File: config.mk
export PLATFORM = sky130hd
export DESIGN_NAME = serial_addsub
export DESIGN_NICKNAME = d
export VERILOG_FILES = /design/src/rtl/serial_addsub.sv
export SDC_FILE = /design/constraint.sdc
export NUM_CORES = 1
export LEC_CHECK = 0
export ABC_AREA = 1
export BUFFER_PORTS_ARGS = -buffer_cell sky130_fd_sc_hd__buf_2
export CAP_MARGIN = 20
export CELL_PAD_IN_SITES_DETAIL_PLACEMENT = 0
export CELL_PAD_IN_SITES_GLOBAL_PLACEMENT = 1
export CORE_MARGIN = 4
export CORE_UTILIZATION = 42
export CTS_CLUSTER_DIAMETER = 120
export DETAILED_ROUTE_END_ITERATION = 10
export PLACE_DENSITY = 0.89
export SYNTH_ARGS = -nofsm -noshare
export SYNTH_HDL_FRONTEND = slang
export SYNTH_SLANG_ARGS = --single-unit
File: constraint.sdc
create_clock -name clk -period 1.9 [get_ports clk]
set_clock_uncertainty 0.1 [all_clocks]
set_input_delay 0 -clock clk [delete_from_list [all_inputs] [get_ports clk]]
set_output_delay 0 -clock clk [all_outputs]
set_load 0.01 [all_outputs]
File: src/rtl/serial_addsub.sv
// Bit-serial adder/subtractor, DIGIT bits per clock.
// Result and flags update only when the last digit completes.
module serial_addsub #(
   parameter int WIDTH = 16,
   parameter int DIGIT = 1
) (
   input  logic             clk,
   input  logic             reset,
   input  logic             start,
   input  logic             sub,
   input  logic [WIDTH-1:0] A,
   input  logic [WIDTH-1:0] B,
   output logic [WIDTH-1:0] Sum,
   output logic             carry_out,
   output logic             overflow,
   output logic             busy,
   output logic             done
);

   localparam int N  = WIDTH / DIGIT;
   localparam int CW = (N > 1) ? $clog2(N) : 1;
   localparam logic [CW-1:0] LAST = CW'(N - 1);

   generate
      if (WIDTH < 2 || (WIDTH % DIGIT) != 0) begin : g_bad
         $error("serial_addsub: bad WIDTH/DIGIT");
      end
   endgenerate

   typedef enum logic [1:0] {
      S_IDLE,
      S_RUN,
      S_FIN
   } state_t;

   state_t            state;
   logic [WIDTH-1:0]  opa;
   logic [WIDTH-1:0]  opb;
   logic [WIDTH-1:0]  acc;
   logic              cy;
   logic [CW-1:0]     cnt;

   logic [DIGIT:0]          dsum;
   logic [WIDTH+DIGIT-1:0]  cat;
   logic [WIDTH-1:0]        acc_n;
   logic                    cmsb;

   assign dsum  = {1'b0, opa[DIGIT-1:0]}
                + {1'b0, opb[DIGIT-1:0]}
                + {{DIGIT{1'b0}}, cy};
   assign cat   = {dsum[DIGIT-1:0], acc};
   assign acc_n = cat[WIDTH+DIGIT-1:DIGIT];
   // carry into the top bit of the digit, recovered from its sum bit
   assign cmsb  = opa[DIGIT-1] ^ opb[DIGIT-1] ^ dsum[DIGIT-1];

   always_ff @(posedge clk or negedge reset) begin
      if (!reset) begin
         state     <= S_IDLE;
         opa       <= '0;
         opb       <= '0;
         acc       <= '0;
         cy        <= 1'b0;
         cnt       <= '0;
         Sum       <= '0;
         carry_out <= 1'b0;
         overflow  <= 1'b0;
         busy      <= 1'b0;
         done      <= 1'b0;
      end else begin
         done <= 1'b0;
         unique case (state)
            S_RUN: begin
               opa <= opa >> DIGIT;
               opb <= opb >> DIGIT;
               cy  <= dsum[DIGIT];
               acc <= acc_n;
               cnt <= cnt + CW'(1);
               if (cnt == LAST) begin
                  state     <= S_FIN;
                  busy      <= 1'b0;
                  done      <= 1'b1;
                  Sum       <= acc_n;
                  carry_out <= dsum[DIGIT];
                  overflow  <= cmsb ^ dsum[DIGIT];
               end
            end
            default: begin
               if (start) begin
                  state <= S_RUN;
                  busy  <= 1'b1;
                  opa   <= A;
                  opb   <= sub ? ~B : B;
                  cy    <= sub;
                  cnt   <= '0;
                  acc   <= '0;
               end else begin
                  state <= S_IDLE;
               end
            end
         endcase
      end
   end

endmodule
==> summary.md, run 1 <==
| Metric | Value |
|---|---|
| Status | finished clean |
| Crit Path Max Fanout | 5 |
| Sw frac | 37.1% |
| Most frequent cell after synthesis | nand2_1 |
| Drt wl/cell | 12.3 um |
| CTS tree | built |
| Die area | 9440 um^2 |
| Setup CP Type | register to register |
| Net switching power | 2.37 mW |
| # resized after CTS | 0 |
| Clock sinks | 74 |
| Placed cells | 500 |
| Total global-route track usage | 15.4% |
| Max_cap viols | 0 |
| Top cells by area, synth | dfrtp_1 55%, nand2_1 14%, nand3_1 4.8%, o21ai_2 4.2%, xor2_1 3.9% |
| Global route total overflow | 0 |
| Footprint of the multi-input gates | 1250 um^2 |
| RSZ-0062 raised after global routing | no |
| CP required | 2090 ps |
| Final ANT Viol Nets | 0 |
| Die span in x | 97.2 um |
| Slew margin rel. | 68.6% |
| Arrival time at the worst endpoint | 1810 ps |
| Cell Int Power | 4.02 mW |
| # fillers | 689 |
| Register Area | 1850 um^2 |
| DR iter-0 viols | 104 |
| DR vias | 2572 |
| Fmax | 617 MHz |
| Top-area cell type share of the netlist area | 55.5% |
| Post-route clock period utilization | 85.2% |
| DP Worst Slack | 300 ps |
| Cts hold-fix bufs | 33 |
| Final Hold Fails | 0 |
| Number of global-route vias before repair | 2574 |
| Worst IR Drop VDD | 0.745 mV |
| Num CTS Buffers | 9 |
| Largest net degree at the start of global routing | 41 |
| Antenna fix cells | 0 |
| EDFF count, synth | 0 |
| Startpoint Class | register |
| First-pass DRT Iterations | 4 |
| Hold WC Path Type | input pin to asynchronous set/reset pin |
| Synth Cell Area | 3340 um^2 |
| Area added between synthesis and finish | 27.6% |
| Final WS setup | 280 ps |
| Io pins | 56 |
| Power Density | 1500 nW/um^2 |
| Sequential share of the synthesized area | 55.5% |
| Post-synthesis cell type count | 26 |
| Cells after synthesis | 354 |
| Initial antenna violation count | 0 |
| Vias/cell | 4.68 |
| Final Hold Slack | 36.9 ps |
| Least-Margin Pin Slew | 471 ps |
| Syn_area_per_cell | 9.43 um^2 |
| Synth Register Bits | 74 |
| Setup TNS | 0 ps |
| DIE HEIGHT | 97.2 um |
| Dominant cell type by area after synthesis | dfrtp_1 |
| # setup viols final | 0 |
| Layout cell share with drive strength beyond 1 | 25.3% |
| First-pass GRT wire length | 11.8 mm |
| Combinational Power Share | 36.6% |
| Setup Buffers After CTS | 0 |
| Post-synth top cells | 124 x nand2_1, 74 x dfrtp_1, 32 x nand3_1 |
| Number of remaining DRC errors | 0 |
| Leakage | 2.13 nW |
| I/O Buffers | 55 |
| Initial Utilization | 43.2% |
| Clock Tree Root | clkbuf_8 |
| Final max-slew violation count | 0 |
| Ys Warns | 0 |
| Core ar. | 7730 um^2 |
| HPWL Detailed | 4.32 mm |
| Power share of the clock group | 23.3% |
| Overall power | 6.40 mW |
| Clock transition at path regs | 80 ps |
| Seq pwr share | 40.1% |
| Drt total wl | 6.76 mm |
| Max Root-Sink Buffers | 2 |
| Clk Latency, worst-skew pair | 350 ps |
| Final min period | 1620 ps |
| Non-Filler Instances | 549 |
| Clock H-tree levels | 3 |
| CP endpoint kind | register |
| Synth Net Count | 392 |
| Ys async rst share | 100% |
| Routability cong. | 0.769 |
| Cell row count | 32 |
| Top FF cell, synth | dfrtp_1 |
| Nets@finish | 480 |
sequential cells by signal, indices dropped and copies added, names as in the netlist:
register,flops
done,1
cy,1
cnt,4
opb,16
Sum,16
carry_out,1
state,2
acc,15
overflow,1
busy,1
opa,16
cell usage in the layout, fill, tap and decap left out, types with 3 or more instances in the layout:
cell / n
inv_1: 25
o21ai_2: 16
xor2_1: 15
nand3_1: 32
o22ai_1: 14
nor2_1: 5
dlygate4sd3_1: 33
bufinv_16: 3
dfrtp_1: 74
buf_4: 4
nand2_1: 124
nand2_2: 11
clkbuf_8: 9
buf_2: 54
o21ai_0: 4
inv_6: 3
per-stage QoR:
step | utilization (%) | instance area (um^2)
6_report | 55.1 | 4260
5_1_grt | 55.1 | 4260
4_1_cts | 55.1 | 4260
3_5_place_dp | 47.7 | 3680
3_3_place_gp | 47.7 | 3680
2_1_floorplan | - | 3340
cell families (layout without fill, tap and decap cells):
kind of cell | after synthesis | in the layout | synth area share, %
buffers and inverters | 45 | 138 | 7.20
AND/OR/NAND/NOR | 179 | 179 | 23.9
flip-flops | 74 | 74 | 55.5
XOR/XNOR | 17 | 17 | 4.46
AO/OA/AOI/OAI | 37 | 37 | 8.02
adder cells (fa/ha/maj) | 2 | 2 | 0.974
power by group through the flow:
stage / registers, mW / logic, mW / clock network [mW]
6_report: 2.56 / 2.34 / 1.49
5_1_grt: 2.65 / 2.68 / 1.57
4_1_cts: 2.57 / 2.39 / 1.52
3_5_place_dp: 2.59 / 2.33 / 0
3_3_place_gp: 2.56 / 2.26 / 0
2_1_floorplan: 2.62 / 1.67 / 0
critical path, cell delays in order, from the launching register on:
cell	delay [ps]
dfrtp_1	360
inv_1	90
fa_1	640
inv_1	80
nand2_1	60
nand2_1	50
nand2_1	60
nand3_1	70
nand2_1	60
cell type report:
| type | instances | share of cell area, % |
|---|---|---|
| clock inverters | 7 | 2.91 |
| multi-input cells | 235 | 29.3 |
| repair buffers | 93 | 15.7 |
| clock buffers | 9 | 2.91 |
| well taps | 102 | 3.00 |
| inverters | 29 | 2.73 |
| flip-flops and latches | 74 | 43.5 |
path summary, 6_finish.rpt:
kind | startpoint | to | slack, ps | cells after the start
max | opa[0] | overflow | 280 | 8
min | reset | Sum[2] | 40 | 2
max reg2reg | opa[0] | overflow | 280 | 8
min reg2reg | Sum[14] | Sum[14] | 380 | 2
max in group asynchronous | reset | opb[8] | 1090 | 3
min in group clk | start | acc[5] | 50 | 4
metal layers:
layer	global-route usage, %	wire, um
met5	0	0
met4	3.89	74
met2	26.2	3310
met1	18.5	3020
met3	5.60	352
(Power assumes the default switching activity.)
==> run 2, diff against run 1 <==
Settings changed: PLACE_DENSITY 0.89 to unset, PLACE_DENSITY_LB_ADDON set to 0.1.
==> summary.md, run 2 (synthesis gave the netlist of run 1 again) <==
| Metric | Value |
|---|---|
| Status | finished clean |
| Footprint of the multi-input gates | 1250 um^2 (unchanged) |
| Number of global-route vias before repair | 2643 (+2.7%) |
| Least-Margin Pin Slew | 479 ps (+7.92 ps) |
| Initial Utilization | 43.2% (unchanged) |
| Leakage | 2.13 nW (-0.24%) |
| Io pins | 56 (unchanged) |
| Cell Int Power | 3.79 mW (-5.7%) |
| Seq pwr share | 41.6% (+1.5 points) |
| I/O Buffers | 55 (unchanged) |
| Core ar. | 7730 um^2 (unchanged) |
| Routability cong. | 0.699 (-9.1%) |
| Critical path cell sequence | inv_1 -> fa_1 -> inv_1 -> nand2_1 -> nand2_1 -> nand2_1 -> nand3_1 -> nand2_1 |
| Sw frac | 38.0% (+0.85 points) |
| Die span in x | 97.2 um (unchanged) |
| Register Area | 1850 um^2 (unchanged) |
| Worst IR Drop VDD | 0.568 mV (-24%) |
| Clock transition at path regs | 80 ps (about the same) |
| Fmax | 614 MHz (-0.48%) |
| DR vias | 2557 (-0.58%) |
| Final ANT Viol Nets | 0 (unchanged) |
| Initial antenna violation count | 0 (unchanged) |
| Layout cell share with drive strength beyond 1 | 25.6% (+0.28 points) |
| Setup TNS | 0 ps (unchanged) |
| Crit Reg-Reg Startpoint | opa[0] |
| Global route total overflow | 0 (unchanged) |
| CP endpoint kind | register |
| Clock H-tree levels | 3 (unchanged) |
| FF-to-FF setup slack | 270 ps (about the same) |
| Largest registers | Sum (16), opa (16), opb (16) |
| Clock Tree Root | clkbuf_8 |
| Nets@finish | 483 (+0.63%) |
| RSZ-0062 raised after global routing | no |
| HPWL Detailed | 4.18 mm (-3.3%) |
| Power Density | 1440 nW/um^2 (-3.9%) |
| Crit-path max cell delay | 640 ps (about the same) |
| Cell row count | 32 (unchanged) |
| Combinational Power Share | 38.3% (+1.7 points) |
| Startpoint Class | register |
| DR iter-0 viols | 89 (-14%) |
| Area added between synthesis and finish | 27.0% |
| Setup Buffers After CTS | 0 (unchanged) |
| Most common cell after layout, fill and taps aside | nand2_1 |
| Post-route clock period utilization | 85.7% (+0.41 points) |
| Vias/cell | 4.63 (-1.1%) |
| Final Hold Fails | 0 (unchanged) |
| Overall power | 6.12 mW (-4.4%) |
| Max_cap viols | 0 (unchanged) |
| Die area | 9440 um^2 (unchanged) |
| Largest net degree at the start of global routing | 42 (+2.4%) |
| Slew margin rel. | 68.1% (-0.53 points) |
| Crit-path slowest cell | fa_1 |
| First-pass DRT Iterations | 6 (+2) |
| First-pass GRT wire length | 12.1 mm (+2.5%) |
| # fillers | 744 (+8.0%) |
| CTS tree | built |
| Hold WC Path Type | input pin to asynchronous set/reset pin |
| DIE HEIGHT | 97.2 um (unchanged) |
| Clk Latency, worst-skew pair | 340 ps (about the same) |
| CP required | 2080 ps (about the same) |
| Arrival time at the worst endpoint | 1800 ps (about the same) |
| Setup CP Type | register to register |
| # resized after CTS | 0 (unchanged) |
| Max Root-Sink Buffers | 2 (unchanged) |
| Power share of the clock group | 20.1% (-3.2 points) |
| Crit Path Max Fanout | 5 (unchanged) |
| # setup viols final | 0 (unchanged) |
| Clock sinks | 74 (unchanged) |
| Net switching power | 2.32 mW (-2.2%) |
| Cell mode on critical path | nand2_1 |
| Total global-route track usage | 15.4% (+0.016 points) |
| Antenna fix cells | 0 (unchanged) |
| Final max-slew violation count | 0 (unchanged) |
| Number of remaining DRC errors | 0 (unchanged) |
| Final min period | 1630 ps (+7.80 ps) |
| Drt wl/cell | 12.1 um (-1.3%) |
| Num CTS Buffers | 9 (unchanged) |
| Commonest cells after routing, fill and taps aside | 124 x nand2_1, 74 x dfrtp_1, 54 x buf_2, 34 x dlygate4sd3_1, 32 x nand3_1 |
| Critical path origin | opa[0] |
| Drt total wl | 6.70 mm (-0.77%) |
run 2: critical path, delay by kind of cell, from the launching register on:
family                   cells  cell delay, ps
flip-flops                   1             370
adder cells (fa/ha/maj)      1             640
AND/OR/NAND/NOR              5             290
buffers and inverters        2             170
run 2: stage by stage:
step	std cells	instance area [um^2]	hold slack [ps]	setup WS [ps]	util (%)
2_1_floorplan	354	3340	-396	383	-
3_3_place_gp	502	3700	-111	326	47.8
3_5_place_dp	502	3700	-115	286	47.8
4_1_cts	552	4240	70.2	259	54.9
5_1_grt	552	4240	97.4	83.5	54.9
6_report	552	4240	56.7	273	54.9
run 2: area by class of cell:
class / instances / share of cell area (%)
Sequential cell: 74 / 43.7
Multi-Input combinational cell: 235 / 29.4
Inverter: 29 / 2.74
Clock buffer: 10 / 3.25
Timing Repair Buffer: 96 / 16.4
Tap cell: 102 / 3.01
Clock inverter: 6 / 1.53
run 2: worst paths after layout:
path | endpoint | cells past startpoint
worst max register to register | overflow | 8
min in group clk | cy | 3
max in group asynchronous | cnt[1] | 3
worst max-delay path | overflow | 8
worst min-delay path | Sum[0] | 2
worst min register to register | Sum[0] | 2
run 2: layer usage:
| layer | wire (um) | share of wire, % | global-route usage [%] |
|---|---|---|---|
| met5 | 0 | 0 | 0 |
| met4 | 92 | 1.4 | 6.16 |
| met3 | 259 | 3.9 | 3.09 |
| met2 | 3290 | 49 | 26.1 |
| met1 | 3060 | 46 | 19.3 |
run 2: timing repair:
action | in CTS | in global routing
hold buffers | 34 | 0
setup endpoints to repair | 0 | 0
endpoints found under the hold margin | 108 | 0
run 2: power groups by stage:
stage	Clock, mW	Sequential (mW)	Combinational [mW]
floorplan	0	2.62	1.67
global placement	0	2.56	2.31
detailed placement	0	2.58	2.35
CTS	1.27	2.55	2.40
global route	1.35	2.63	2.69
finish	1.23	2.54	2.34
==> run 3, diff against run 2 <==
Settings changed: CELL_PAD_IN_SITES_DETAIL_PLACEMENT 0 to unset, CELL_PAD_IN_SITES_GLOBAL_PLACEMENT 1 to unset, CORE_UTILIZATION 42 to 55, PLACE_DENSITY set to 0.78, PLACE_DENSITY_LB_ADDON 0.1 to unset.
==> summary.md, run 3 (synthesis gave the netlist of run 1 again) <==
| Metric | Value |
|---|---|
| Largest registers | Sum (16), opa (16), opb (16) |
| Stages on the worst setup path | 8 (unchanged) |
| Final WS setup | 265 ps (-7.35 ps) |
| Crit-path slowest cell | fa_1 |
| Final ANT Viol Nets | 0 (unchanged) |
| Final Hold Slack | 25.0 ps (-31.7 ps) |
| DR vias | 2591 (+1.3%) |
| Initial Utilization | 56.4% (+13 points) |
| Initial antenna violation count | 0 (unchanged) |
| # resized after CTS | 0 (unchanged) |
| Largest net degree at the start of global routing | 41 (-2.4%) |
| Layout cell share with drive strength beyond 1 | 24.7% (-0.83 points) |
| Overall power | 5.98 mW (-2.2%) |
| Final Hold Fails | 0 (unchanged) |
| First-pass DRT Iterations | 4 (-2) |
| First-pass GRT wire length | 11.6 mm (-4.6%) |
| Core ar. | 5920 um^2 (-23%) |
| Setup CP Type | register to register |
| Antenna fix cells | 0 (unchanged) |
| Drt total wl | 6.67 mm (-0.49%) |
| Cell row count | 28 (-13%) |
| Clock Tree Root | clkbuf_8 |
| R2R cell count | 8 (unchanged) |
| Die area | 7380 um^2 (-22%) |
| Setup TNS | 0 ps (unchanged) |
| Total global-route track usage | 19.8% (+4.4 points) |
| Drt wl/cell | 12.7 um (+4.8%) |
| Critical path cell sequence | inv_1 -> fa_1 -> inv_1 -> nand2_1 -> nand2_1 -> nand2_1 -> nand3_1 -> nand2_1 |
| Least-Margin Pin Slew | 467 ps (-11.9 ps) |
| Setup Buffers After CTS | 0 (unchanged) |
| DP Worst Slack | 283 ps (-3.10 ps) |
| Cell mode on critical path | nand2_1 |
| Hold WC Path Type | input pin to asynchronous set/reset pin |
| Leakage | 2.11 nW (-0.90%) |
| Post-layout util | 70.4% (+15 points) |
| Commonest cells after routing, fill and taps aside | 124 x nand2_1, 74 x dfrtp_1, 55 x buf_2, 33 x dlygate4sd3_1, 32 x nand3_1 |
| Crit Path Max Fanout | 5 (unchanged) |
| Clock transition at path regs | 70 ps (about the same) |
| Arrival time at the worst endpoint | 1810 ps (about the same) |
| Die span in x | 85.9 um (-12%) |
| Number of remaining DRC errors | 0 (unchanged) |
| Fmax | 612 MHz (-0.45%) |
| I/O Buffers | 55 (unchanged) |
| Io pins | 56 (unchanged) |
| Final max-slew violation count | 0 (unchanged) |
| CP bufs+invs | 2 (unchanged) |
| Status | finished clean |
| Final min period | 1630 ps (+7.35 ps) |
| Clock H-tree levels | 3 (unchanged) |
| Post-route clock period utilization | 86.0% (+0.39 points) |
| Most common cell after layout, fill and taps aside | nand2_1 |
| Nets@finish | 482 (-0.21%) |
| # setup viols final | 0 (unchanged) |
| Vias/cell | 4.94 (+6.7%) |
| Max Root-Sink Buffers | 2 (unchanged) |
| # fillers | 450 (-40%) |
| Max_cap viols | 0 (unchanged) |
| Area added between synthesis and finish | 24.8% |
| Crit-path max cell delay | 610 ps (-30 ps) |
| Clk Latency, worst-skew pair | 340 ps (about the same) |
| Critical path's top delay family | adder cells |
| CP required | 2080 ps (about the same) |
| Clock sinks | 74 (unchanged) |
| Global route total overflow | 0 (unchanged) |
| Slew margin rel. | 68.9% (+0.79 points) |
| Num CTS Buffers | 9 (unchanged) |
| Design Area, Final | 4170 um^2 (-1.7%) |
| Worst IR Drop VDD | 0.793 mV (+40%) |
| HPWL Detailed | 4.14 mm (-0.94%) |
| CTS tree | built |
| RSZ-0062 raised after global routing | no |
| Placed Area | 3660 um^2 (-0.98%) |
| Routability cong. | 0.786 (+12%) |
| DIE HEIGHT | 85.9 um (-12%) |
| Startpoint Class | register |
| Power Density | 1440 nW/um^2 (-0.49%) |
| Placed cells | 475 (-5.4%) |
| DR iter-0 viols | 122 (+37%) |
| Number of global-route vias before repair | 2597 (-1.7%) |
| Non-Filler Instances | 524 (-5.1%) |
| CP endpoint kind | register |
| Cts hold-fix bufs | 33 (-2.9%) |
==> run 3: changes by cell type in the layout (fill, tap and decap cells not counted), sizes merged <==
cell         change
inv              -1
clkinvlp         -1
bufinv           -1
clkinv           -2
dlygate4sd3      -1
clkbuf           +5
==> run 3: final timing paths <==
| path | start | end | slack [ps] |
|---|---|---|---|
| min in group clk | start | cnt[0] | 70 |
| max reg2reg | opb[0] | overflow | 270 |
| max in group asynchronous | reset | opa[1] | 1100 |
| min | reset | Sum[1] | 30 |
| max | opb[0] | overflow | 270 |
| min reg2reg | Sum[0] | Sum[0] | 380 |
==> run 3: area by class of cell <==
type / count / area [um^2] / share of cell area, %
Timing Repair Buffer: 95 / 683 / 16.4
Inverter: 29 / 116 / 2.79
Multi-Input combinational cell: 235 / 1250 / 29.9
Clock inverter: 1 / 8.76 / 0.210
Tap cell: 75 / 93.8 / 2.25
Sequential cell: 74 / 1850 / 44.4
Clock buffer: 15 / 166 / 3.99
==> run 3: metal layers <==
layer,global-route usage (%),part of all wire [%]
met2,33.5,50
met3,5.00,5.0
met4,8.20,2.0
met1,24.1,43
met5,0,0
==> run 3: worst register-to-register path, stage by stage (launching register included) <==
cell     delay (ps)
dfrtp_1         390
inv_1            80
fa_1            610
inv_1            80
nand2_1          60
nand2_1          60
nand2_1          60
nand3_1          70
nand2_1          60
==> run 3: power by group <==
group	internal, mW	switching, mW	total, mW	leakage [nW]
logic	0.936	1.41	2.34	1.07
clock network	0.551	0.535	1.09	0.0879
registers	2.21	0.341	2.55	0.953
